===== config.mk =====
export PLATFORM = sky130hd
export DESIGN_NAME = fetch_sequencer_flat
export DESIGN_NICKNAME = d
export VERILOG_FILES = /design/src/rtl/fetch_pkg.sv /design/src/rtl/fetch_sequencer_if.sv /design/src/rtl/fetch_pc_reg.sv /design/src/rtl/fetch_sequencer.sv /design/src/flat_wrapper.sv
export SDC_FILE = /design/constraint.sdc
export NUM_CORES = 1
export LEC_CHECK = 0
export ABC_AREA = 0
export BUFFER_PORTS_ARGS = -buffer_cell sky130_fd_sc_hd__clkbuf_2
export CAP_MARGIN = 40
export CORE_MARGIN = 2
export CORE_UTILIZATION = 56
export CTS_BUF_LIST = sky130_fd_sc_hd__clkbuf_8
export DETAILED_ROUTE_END_ITERATION = 10
export PLACE_DENSITY = 0.88
export SLEW_MARGIN = 10
export SYNTH_ARGS = -nofsm -noshare
export SYNTH_HDL_FRONTEND = slang
export SYNTH_SLANG_ARGS = --single-unit

===== constraint.sdc =====
create_clock -name clk -period 11.4 [get_ports clk]
set_clock_uncertainty 0.2 [all_clocks]
set_input_delay 2.85 -clock clk [delete_from_list [all_inputs] [get_ports clk]]
set_output_delay 2.85 -clock clk [all_outputs]
set_load 0.01 [all_outputs]

===== src/rtl/fetch_pkg.sv =====
// fetch_pkg -- shared types and constants for the fetch sequencer slice.
//   fetch_state_t : sequencer FSM states
//   pc_sel_t      : next-PC source select for fetch_pc_reg
//   INSTR_W       : instruction / PC width
//   PC_STEP       : sequential PC increment
//   align_word()  : clears the two byte-offset bits of an address
package fetch_pkg;

  localparam int INSTR_W = 32;
  localparam logic [INSTR_W-1:0] PC_STEP = 32'd4;

  typedef enum logic [2:0] {
    IDLE,
    REQ,
    WAIT,
    HOLD,
    DRAIN
  } fetch_state_t;

  typedef enum logic [1:0] {
    PC_SEL_SEQ,
    PC_SEL_REDIR,
    PC_SEL_TRAP
  } pc_sel_t;

  function automatic logic [INSTR_W-1:0] align_word(input logic [INSTR_W-1:0] a);
    return a & ~32'h0000_0003;
  endfunction

endpackage


===== src/rtl/fetch_sequencer_if.sv =====
// fetch_sequencer_if -- instruction-memory request/response channel plus the
// instruction hand-off channel to the core.
//   imem_req_valid/addr/ready : fetch request (sequencer -> memory)
//   imem_rsp_valid/data       : fetch response (memory -> sequencer)
//   instr_valid/instr/pc      : fetched instruction (sequencer -> core)
//   instr_ready               : core consumes instruction
// Modports: master = sequencer side, slave = memory + core side.
interface fetch_sequencer_if;
  import fetch_pkg::*;

  logic               imem_req_valid;
  logic [INSTR_W-1:0] imem_req_addr;
  logic               imem_req_ready;
  logic               imem_rsp_valid;
  logic [INSTR_W-1:0] imem_rsp_data;
  logic               instr_valid;
  logic [INSTR_W-1:0] instr;
  logic [INSTR_W-1:0] instr_pc;
  logic               instr_ready;

  modport master (
    output imem_req_valid, imem_req_addr,
    input  imem_req_ready,
    input  imem_rsp_valid, imem_rsp_data,
    output instr_valid, instr, instr_pc,
    input  instr_ready
  );

  modport slave (
    input  imem_req_valid, imem_req_addr,
    output imem_req_ready,
    output imem_rsp_valid, imem_rsp_data,
    input  instr_valid, instr, instr_pc,
    output instr_ready
  );

endinterface


===== src/rtl/fetch_pc_reg.sv =====
// fetch_pc_reg -- program counter register with load enable and next-PC mux.
//   clk, reset     : clock, asynchronous active-high reset (loads RESET_VEC)
//   i_load_en      : update PC this cycle
//   i_sel          : next-PC source (sequential, redirect, trap)
//   i_redirect_pc  : redirect target; byte-offset bits are always cleared
//   o_pc           : current PC
module fetch_pc_reg
  import fetch_pkg::*;
#(
  parameter logic [INSTR_W-1:0] RESET_VEC = 32'h0000_0000,
  parameter logic [INSTR_W-1:0] TRAP_VEC  = 32'h0000_0100
) (
  input  logic               clk,
  input  logic               reset,
  input  logic               i_load_en,
  input  pc_sel_t            i_sel,
  input  logic [INSTR_W-1:0] i_redirect_pc,
  output logic [INSTR_W-1:0] o_pc
);

  logic [INSTR_W-1:0] r_pc;
  logic [INSTR_W-1:0] w_pc_next;

  always_comb begin
    w_pc_next = r_pc + PC_STEP;  // wraps 0xFFFF_FFFC -> 0
    case (i_sel)
      PC_SEL_REDIR: w_pc_next = align_word(i_redirect_pc);
      PC_SEL_TRAP:  w_pc_next = TRAP_VEC;
      default:      w_pc_next = r_pc + PC_STEP;
    endcase
  end

  always_ff @(posedge clk or posedge reset) begin
    if (reset) begin
      r_pc <= RESET_VEC;
    end else if (i_load_en) begin
      r_pc <= w_pc_next;
    end
  end

  assign o_pc = r_pc;

endmodule


===== src/rtl/fetch_sequencer.sv =====
// fetch_sequencer -- PC and instruction-fetch sequencer for the RV32I core.
// Issues one fetch request at a time, holds the returned instruction for the
// core, and applies trap / redirect / sequential PC updates.
//   clk, reset        : clock, asynchronous active-high reset
//   bus (master)      : imem request/response and instruction hand-off
//   i_halt            : level, blocks issue of new requests
//   i_redirect_valid  : taken branch/jump pulse, target on i_redirect_pc
//   i_trap_valid      : trap entry pulse, target TRAP_VEC (wins over redirect)
//   o_fetch_misalign  : pulse on misaligned redirect target
//   o_retired_cnt     : count of consumed instructions (wraps)
// Build option: FETCH_SEQ_MISALIGN_CHECK_EN -- when defined, a redirect target
// with nonzero low bits traps to TRAP_VEC and pulses o_fetch_misalign;
// otherwise the low bits are dropped and o_fetch_misalign stays 0.
//
// state | meaning
// IDLE  | no request; waits for halt to clear
// REQ   | request presented, waiting for imem_req_ready
// WAIT  | request accepted, waiting for the response
// HOLD  | instruction presented to the core until instr_ready
// DRAIN | discarding the response of a request made stale by a redirect
module fetch_sequencer
  import fetch_pkg::*;
#(
  parameter logic [INSTR_W-1:0] RESET_VEC = 32'h0000_0000,
  parameter logic [INSTR_W-1:0] TRAP_VEC  = 32'h0000_0100
) (
  input  logic               clk,
  input  logic               reset,
  fetch_sequencer_if.master  bus,
  input  logic               i_halt,
  input  logic               i_redirect_valid,
  input  logic [INSTR_W-1:0] i_redirect_pc,
  input  logic               i_trap_valid,
  output logic               o_fetch_misalign,
  output logic [31:0]        o_retired_cnt
);

  fetch_state_t       r_state;
  fetch_state_t       w_state_next;
  logic [INSTR_W-1:0] w_pc;
  logic               w_pc_load;
  pc_sel_t            w_pc_sel;
  logic               w_flush;
  logic               w_misalign;
  logic               w_latch;
  logic               w_retire;
  fetch_state_t       w_issue_state;
  logic [INSTR_W-1:0] r_instr;
  logic [INSTR_W-1:0] r_instr_pc;
  logic [31:0]        r_retired_cnt;

`ifdef FETCH_SEQ_MISALIGN_CHECK_EN
  logic r_misalign;

  assign w_misalign = i_redirect_valid && !i_trap_valid && (i_redirect_pc[1:0] != 2'b00);

  always_ff @(posedge clk or posedge reset) begin
    if (reset) begin
      r_misalign <= 1'b0;
    end else begin
      r_misalign <= w_misalign;
    end
  end

  assign o_fetch_misalign = r_misalign;
`else
  assign w_misalign       = 1'b0;
  assign o_fetch_misalign = 1'b0;
`endif

  assign w_flush       = i_trap_valid || i_redirect_valid;
  // Wherever the sequencer would go on to issue, halt parks it in IDLE instead.
  assign w_issue_state = i_halt ? IDLE : REQ;

  always_ff @(posedge clk or posedge reset) begin
    if (reset) begin
      r_state <= IDLE;
    end else begin
      r_state <= w_state_next;
    end
  end

  always_comb begin
    w_state_next = r_state;
    w_pc_load    = 1'b0;
    w_pc_sel     = PC_SEL_SEQ;
    w_latch      = 1'b0;
    w_retire     = 1'b0;

    if (w_flush) begin
      w_pc_load = 1'b1;
      w_pc_sel  = (i_trap_valid || w_misalign) ? PC_SEL_TRAP : PC_SEL_REDIR;
    end

    case (r_state)
      IDLE: begin
        if (!i_halt) w_state_next = REQ;
      end
      REQ: begin
        // An accepted request is in flight; a redirect now must drain it.
        if (bus.imem_req_ready) w_state_next = w_flush ? DRAIN : WAIT;
      end
      WAIT: begin
        if (bus.imem_rsp_valid) begin
          if (w_flush) begin
            w_state_next = w_issue_state;
          end else begin
            w_latch      = 1'b1;
            w_state_next = HOLD;
          end
        end else if (w_flush) begin
          w_state_next = DRAIN;
        end
      end
      HOLD: begin
        if (bus.instr_ready) begin
          w_retire     = 1'b1;
          w_state_next = w_issue_state;
          if (!w_flush) begin
            w_pc_load = 1'b1;
            w_pc_sel  = PC_SEL_SEQ;
          end
        end else if (w_flush) begin
          w_state_next = w_issue_state;
        end
      end
      DRAIN: begin
        if (bus.imem_rsp_valid) w_state_next = w_issue_state;
      end
      default: w_state_next = IDLE;
    endcase
  end

  fetch_pc_reg #(
    .RESET_VEC (RESET_VEC),
    .TRAP_VEC  (TRAP_VEC)
  ) u_pc_reg (
    .clk           (clk),
    .reset         (reset),
    .i_load_en     (w_pc_load),
    .i_sel         (w_pc_sel),
    .i_redirect_pc (i_redirect_pc),
    .o_pc          (w_pc)
  );

  always_ff @(posedge clk or posedge reset) begin
    if (reset) begin
      r_instr    <= '0;
      r_instr_pc <= '0;
    end else if (w_latch) begin
      r_instr    <= bus.imem_rsp_data;
      r_instr_pc <= w_pc;
    end
  end

  always_ff @(posedge clk or posedge reset) begin
    if (reset) begin
      r_retired_cnt <= '0;
    end else if (w_retire) begin
      r_retired_cnt <= r_retired_cnt + 32'd1;
    end
  end

  assign bus.imem_req_valid = (r_state == REQ);
  assign bus.imem_req_addr  = w_pc;
  assign bus.instr_valid    = (r_state == HOLD);
  assign bus.instr          = r_instr;
  assign bus.instr_pc       = r_instr_pc;
  assign o_retired_cnt      = r_retired_cnt;

endmodule


===== src/flat_wrapper.sv =====
// flat-port wrapper written by rule: the top's interface ports become plain ports
module fetch_sequencer_flat import fetch_pkg::*;
#(
  parameter logic [INSTR_W-1:0] RESET_VEC = 32'h0000_0000,
  parameter logic [INSTR_W-1:0] TRAP_VEC  = 32'h0000_0100
)
  (clk, reset, i_halt, i_redirect_valid, i_redirect_pc, i_trap_valid, o_fetch_misalign, o_retired_cnt, bus_imem_req_valid, bus_imem_req_addr, bus_imem_req_ready, bus_imem_rsp_valid, bus_imem_rsp_data, bus_instr_valid, bus_instr, bus_instr_pc, bus_instr_ready);
  fetch_sequencer_if bus_i ();
  input  logic clk;
  input  logic reset;
  input  logic i_halt;
  input  logic i_redirect_valid;
  input  logic [INSTR_W-1:0] i_redirect_pc;
  input  logic i_trap_valid;
  output logic o_fetch_misalign;
  output logic [31:0] o_retired_cnt;
  output wire logic [$bits(bus_i.imem_req_valid)-1:0] bus_imem_req_valid;
  output wire logic [$bits(bus_i.imem_req_addr)-1:0] bus_imem_req_addr;
  input wire logic [$bits(bus_i.imem_req_ready)-1:0] bus_imem_req_ready;
  input wire logic [$bits(bus_i.imem_rsp_valid)-1:0] bus_imem_rsp_valid;
  input wire logic [$bits(bus_i.imem_rsp_data)-1:0] bus_imem_rsp_data;
  output wire logic [$bits(bus_i.instr_valid)-1:0] bus_instr_valid;
  output wire logic [$bits(bus_i.instr)-1:0] bus_instr;
  output wire logic [$bits(bus_i.instr_pc)-1:0] bus_instr_pc;
  input wire logic [$bits(bus_i.instr_ready)-1:0] bus_instr_ready;
  assign bus_imem_req_valid = bus_i.imem_req_valid;
  assign bus_imem_req_addr = bus_i.imem_req_addr;
  assign bus_i.imem_req_ready = bus_imem_req_ready;
  assign bus_i.imem_rsp_valid = bus_imem_rsp_valid;
  assign bus_i.imem_rsp_data = bus_imem_rsp_data;
  assign bus_instr_valid = bus_i.instr_valid;
  assign bus_instr = bus_i.instr;
  assign bus_instr_pc = bus_i.instr_pc;
  assign bus_i.instr_ready = bus_instr_ready;
  fetch_sequencer #(.RESET_VEC(RESET_VEC), .TRAP_VEC(TRAP_VEC)) u_core (.clk(clk), .reset(reset), .bus(bus_i), .i_halt(i_halt), .i_redirect_valid(i_redirect_valid), .i_redirect_pc(i_redirect_pc), .i_trap_valid(i_trap_valid), .o_fetch_misalign(o_fetch_misalign), .o_retired_cnt(o_retired_cnt));
endmodule

# After elaboration in Yosys (flattened, before gate mapping)
# Cells that the tools add are included.
[totals]
register_bits = 131
out_inout_bits = 131
elab_cells = 47
in_bits = 72
[op_classes]
add_sub_neg = 2
n_reduce_logical = 3
n_eq_ne = 11
mux = 26
[op_table]
columns = ["cell", "n"]
rows = [
  ["one-hot mux 32 bit (2 select lines)", 1],
  ["adder 32 x 1 -> 32 bit, second input constant", 1],
  ["adder 32 x 3 -> 32 bit, second input constant", 1],
  ["2-to-1 mux 3 bit", 9],
  ["one-hot mux 3 bit (5 select lines)", 1],
  ["2-to-1 mux 1 bit", 10],
  ["2-to-1 mux 2 bit", 5],
  ["equality test 3 x 2 -> 1 bit, second input constant", 2],
  ["AND reduction 5 bit", 1],
  ["!= test 2 bit, second input constant", 2],
  ["equality test 3 x 1 -> 1 bit, second input constant", 1],
  ["equality test 3 bit, second input constant", 1],
  ["zero test 3 bit", 1],
  ["!= test 3 x 1 -> 1 bit, second input constant", 1],
  ["!= test 3 x 2 -> 1 bit, second input constant", 1],
  ["equality test 2 x 1 -> 1 bit, second input constant", 1],
  ["equality test 2 bit, second input constant", 1],
  ["!= test 2 x 1 -> 1 bit, second input constant", 1],
  ["logical OR 1 bit", 1],
]

# Longest topological paths before layout
[logic_depth]
word_depth = 7
depth_mapped = 9
mapped_depth_nobuf = 7

# Modules after synthesis
# A second synthesis with hierarchy kept.
[hier_totals]
hier_cells = 551
area_unflattened_um2 = 6284.8
[by_module_without_submodules]
columns = ["module", "seq_area_each_um2", "area_per_inst_um2", "n_inst", "cells_each"]
rows = [
  ["fetch_sequencer", 2477.4, 4282.9, 1, 308],
  ["fetch_pc_reg", 750.7, 2001.9, 1, 243],
]

# Worst setup path before layout
# No wires, ideal clock.
[synth_timing]
kind = "input -> register"
startpoint = "in i_trap_valid"
endpoint = "reg u_core.r_instr[20] (netlist: u_core.bus.instr[20])"
setup_time_ps = 125
path_stages = 5
required_time_ps = 11075
arrival_ps = 4280
path_buffers = 2
slack_ps = 6795
cell_sequence = "or2_1 clkbuf_2 nor4b_4 buf_6 mux2_2"
[synth_via]
elab_chain_len = 4
[synth_lines]
columns = ["item", "line", "rtl"]
rows = [
  ["start: declaration", "flat_wrapper.sv:14", "input logic i_trap_valid;"],
  ["logical OR 1 bit", "fetch_sequencer.sv:71", "assign w_flush = i_trap_valid || i_redirect_valid;"],
  ["2-to-1 mux 1 bit", "fetch_sequencer.sv:105", "if (w_flush) begin"],
  ["2-to-1 mux 1 bit", "fetch_sequencer.sv:104", "if (bus.imem_rsp_valid) begin"],
  ["2-to-1 mux 1 bit", "fetch_sequencer.sv:95", "case (r_state)"],
  ["end signal: assignment", "fetch_sequencer.sv:151", "r_instr <= bus.imem_rsp_data;"],
  ["end: declaration", "fetch_sequencer.sv:48", "logic [INSTR_W-1:0] r_instr;"],
]
# Every way passes these cells.
# A chain may end at the register's enable or synchronous reset.

# Worst setup path in the final report
[layout_timing]
startpoint = "in i_trap_valid"
endpoint = "reg u_core.u_pc_reg.r_pc[22] (netlist: u_core.u_pc_reg.o_pc[22])"
[layout_via]
elab_chain_len = 7
word_cells_on_any_way = 13
cone_classes = "2 x eq/ne; 10 x mux; 1 x reduce/logical"
[layout_lines]
columns = ["item", "line", "rtl"]
rows = [
  ["2-to-1 mux 2 bit or logical OR 1 bit (tied branches)", "fetch_sequencer.sv:92, fetch_sequencer.sv:71", ""],
  ["2-to-1 mux 2 bit", "fetch_sequencer.sv:90", "if (w_flush) begin"],
  ["2-to-1 mux 2 bit", "fetch_sequencer.sv:119", "if (!w_flush) begin"],
  ["2-to-1 mux 2 bit", "fetch_sequencer.sv:116", "if (bus.instr_ready) begin"],
  ["2-to-1 mux 2 bit", "fetch_sequencer.sv:95", ""],
  ["equality test 2 bit or equality test 2 x 1 -> 1 bit (tied branches)", "fetch_pc_reg.sv:26", "case (i_sel)"],
  ["one-hot mux 32 bit (2 select lines)", "fetch_pc_reg.sv:26", ""],
  ["end signal: assignment", "fetch_pc_reg.sv:37", "r_pc <= w_pc_next;"],
  ["end: declaration", "fetch_pc_reg.sv:21", "logic [INSTR_W-1:0] r_pc;"],
]
# Several ways; a longest one is shown, not always the timed one.

==> reports/results.tsv <==
metric	value	unit
clock root buffer	clkbuf_8	
Core Area	10420	µm²
crit path capture type	flip-flop	
leakage power	3.898	nW
Post-Place Cells	851	
Reg2Reg Depth	6	
Die H	107.9	µm
die width	107.9	µm
P per Cell Area	161.3	nW/µm²
Synth Register Bits	127	
hold buffers post-CTS	0	
TritonCTS buffer count	17	
worst skew pair latency	430	ps
Port Buffer Count	195	
clock sinks	127	
postcts setup bufs	0	
nets	810	
post-CTS sizing	0	
status	completed	
total number of vias	5046	
Critical path origin	i_trap_valid	
synth-to-layout area growth	24.49	%
clock slew at reported path FFs	70	ps
most frequent cells in the layout	195 x clkbuf_2, 127 x dfrtp_1, 56 x mux2_2	
Worst path slowest cell	or4_1	
ys flop type	dfrtp_1	
Hold Crit Depth	1	
Total Wirelength	14480	µm
ANT nets after route	0	
WS Path Type	input port to flip-flop	
Hold Fails Final Rpt	0	
Via density	5.715	
CTS tree	yes	
DRT iter0 DRCs	439	
largest net degree at the start of global routing	63	
# diodes	0	
fillers	734	
global-route wire length before repair	23440	µm
Final setup viols	0	
Worst-Margin Slew	821.0	ps
Pins Over Slew Limit	0	
WHS Endpoint	u_core.o_retired_cnt[31]	
Top Ports	203	
post-synthesis sequential area ratio	52.58	%
syn_area_per_cell	11.13	µm²
grt ovf	0	
Highest Signal Layer	met4	
Cell Chain, Critical Path	clkbuf_2 -> and2b_1 -> ha_1 -> buf_4 -> inv_1 -> nor2_1 -> nand3_1 -> or4_1 -> nand4_1	
maximum VDD drop	0.07720	mV
starting density of the core	58.03	%
std cell rows	37	
reg2reg end	u_core.u_pc_reg.o_pc[22]	
FMAX	0.1999	GHz
WL met1	5804	µm
startpoint types	input port	
relative slew slack	45.13	%
most common cell after layout, fill and taps aside	clkbuf_2	
Fin Setup TNS	0	ps
Mapped Cells	543	
Min-Delay Startpoint	u_core.o_retired_cnt[31]	
R2R Setup Slk	8910	ps
Distinct cells, synth	56	
RSZ-0062 raised after global routing	no	
critical path arrival	5170	ps
All-Layer GR Usage	25.49	%
gpl congestion	0.8312	
DR DRC count	0	
CP required	11570	ps
vias in the first global route	4975	
synthesis warning total	0	
DR pass1 iterations	5	
synthesized cell area	6045	µm²
crit share post-route	43.87	%
H-tree Lvls	4	
r2r startpoint	u_core.u_pc_reg.o_pc[2]	
DIE AREA	11640	µm²
DR WL met2	7393	µm
drt wl/cell	16.40	µm
antenna violations before repair	0	
worst hold-check path type	flip-flop to flip-flop	
Max-Cap Viols	0	
post-DP HPWL	10290	µm
Post-synth ARST share	100.0	%
Final Instance Count excl. Fillers	883	
critical path peak fanout	43	
EDFF count, synth	0	
minimum clock period	5001	ps
CTS max path bufs	2	
DR WL met3	1123	µm
CP peak stage delay	530	ps
share of cells above drive strength 1	39.76	%
## cell type report
class | count | area [µm²] | share of cell area, %
inverters | 13 | 51.30 | 0.6817
clock inverters | 12 | 142.6 | 1.896
repair buffers | 201 | 1061 | 14.10
well taps | 136 | 170.2 | 2.261
multi-input cells | 374 | 2646 | 35.17
flip-flops and latches | 127 | 3178 | 42.23
clock buffers | 20 | 275.3 | 3.658
## logic make-up after synthesis
kind of cell | after synthesis | synth area share [%]
XOR/XNOR | 31 | 4.492
flip-flops | 127 | 52.58
AND/OR/NAND/NOR | 184 | 16.75
other | 1 | 0.06204
buffers and inverters | 46 | 4.057
multiplexers | 67 | 12.38
AO/OA/AOI/OAI | 83 | 8.859
adder cells (fa/ha/maj) | 4 | 0.8280
## where the power goes
group / internal, mW / switching (mW) / total, mW
clock network: 0.231 / 0.176 / 0.407
registers: 0.512 / 0.0625 / 0.574
logic: 0.110 / 0.122 / 0.233
## routing by layer
layer | vias up | track usage, %
met5 | - | 0
met4 | 0 | 7.234
met3 | 19 | 7.324
met2 | 230 | 43.17
met1 | 2466 | 31.88
li1 | 2331 | -
## synthesized netlist by cell type (3+ instances only)
library cell	count	area, µm²
o31a_1	4	35.03
mux2_1	6	67.56
buf_2	6	30.03
xnor2_1	23	201.4
o22a_1	4	35.03
or3_1	4	25.02
or4_1	3	22.52
ha_1	4	50.05
o22ai_1	6	37.54
a21oi_1	29	145.1
buf_4	5	37.54
nor3_1	6	30.03
nand2_1	44	165.2
and4_1	8	70.07
inv_1	13	48.80
mux2i_1	5	50.05
dfrtp_1	127	3178
and3_1	14	87.58
a221oi_1	4	35.03
and2_1	5	31.28
buf_6	6	67.56
o21ai_0	14	70.07
nor2_1	27	101.4
a31oi_1	3	18.77
clkbuf_1	15	56.30
xor2_1	8	70.07
nand4_1	20	125.1
mux2_2	56	630.6
nand3_1	35	175.2
nor4_1	3	18.77
## sequential cells by signal (all words and copies together) (netlist names)
| name | count |
|---|---|
| u_core.bus.instr_pc | 30 |
| u_core.r_state | 3 |
| u_core.u_pc_reg.o_pc | 30 |
| u_core.bus.instr | 32 |
| u_core.o_retired_cnt | 32 |
## worst max-delay path: cells and delay by family
family                     cells  cell delay [ps]
adders and majority gates      1              270
and+or+nand+nor                5             1150
buffers and inverters          3              890
## metrics by stage
step	total power [mW]	hold WS (ps)	cell area [µm²]	setup WS, ps	utilization [%]
after detailed placement	0.8158	269.6	7107	5975	68.23
after floorplan	0.7067	307.6	6060	4966	-
after global routing	1.272	306.5	7525	6283	72.24
after global placement	0.7989	260.0	7044	6083	67.63
after CTS	1.220	283.9	7525	6428	72.24
final	1.214	280.7	7525	6399	72.24
## how the worst max path moves through the flow
stage | to | slack [ps]
after floorplan | u_core.bus.instr[0] | 4970
after global placement | u_core.u_pc_reg.o_pc[22] | 6080
after detailed placement | u_core.u_pc_reg.o_pc[22] | 5970
after CTS | u_core.u_pc_reg.o_pc[22] | 6430
after global routing | u_core.u_pc_reg.o_pc[22] | 6280
final | u_core.u_pc_reg.o_pc[22] | 6400
(Power assumes the default switching activity.)
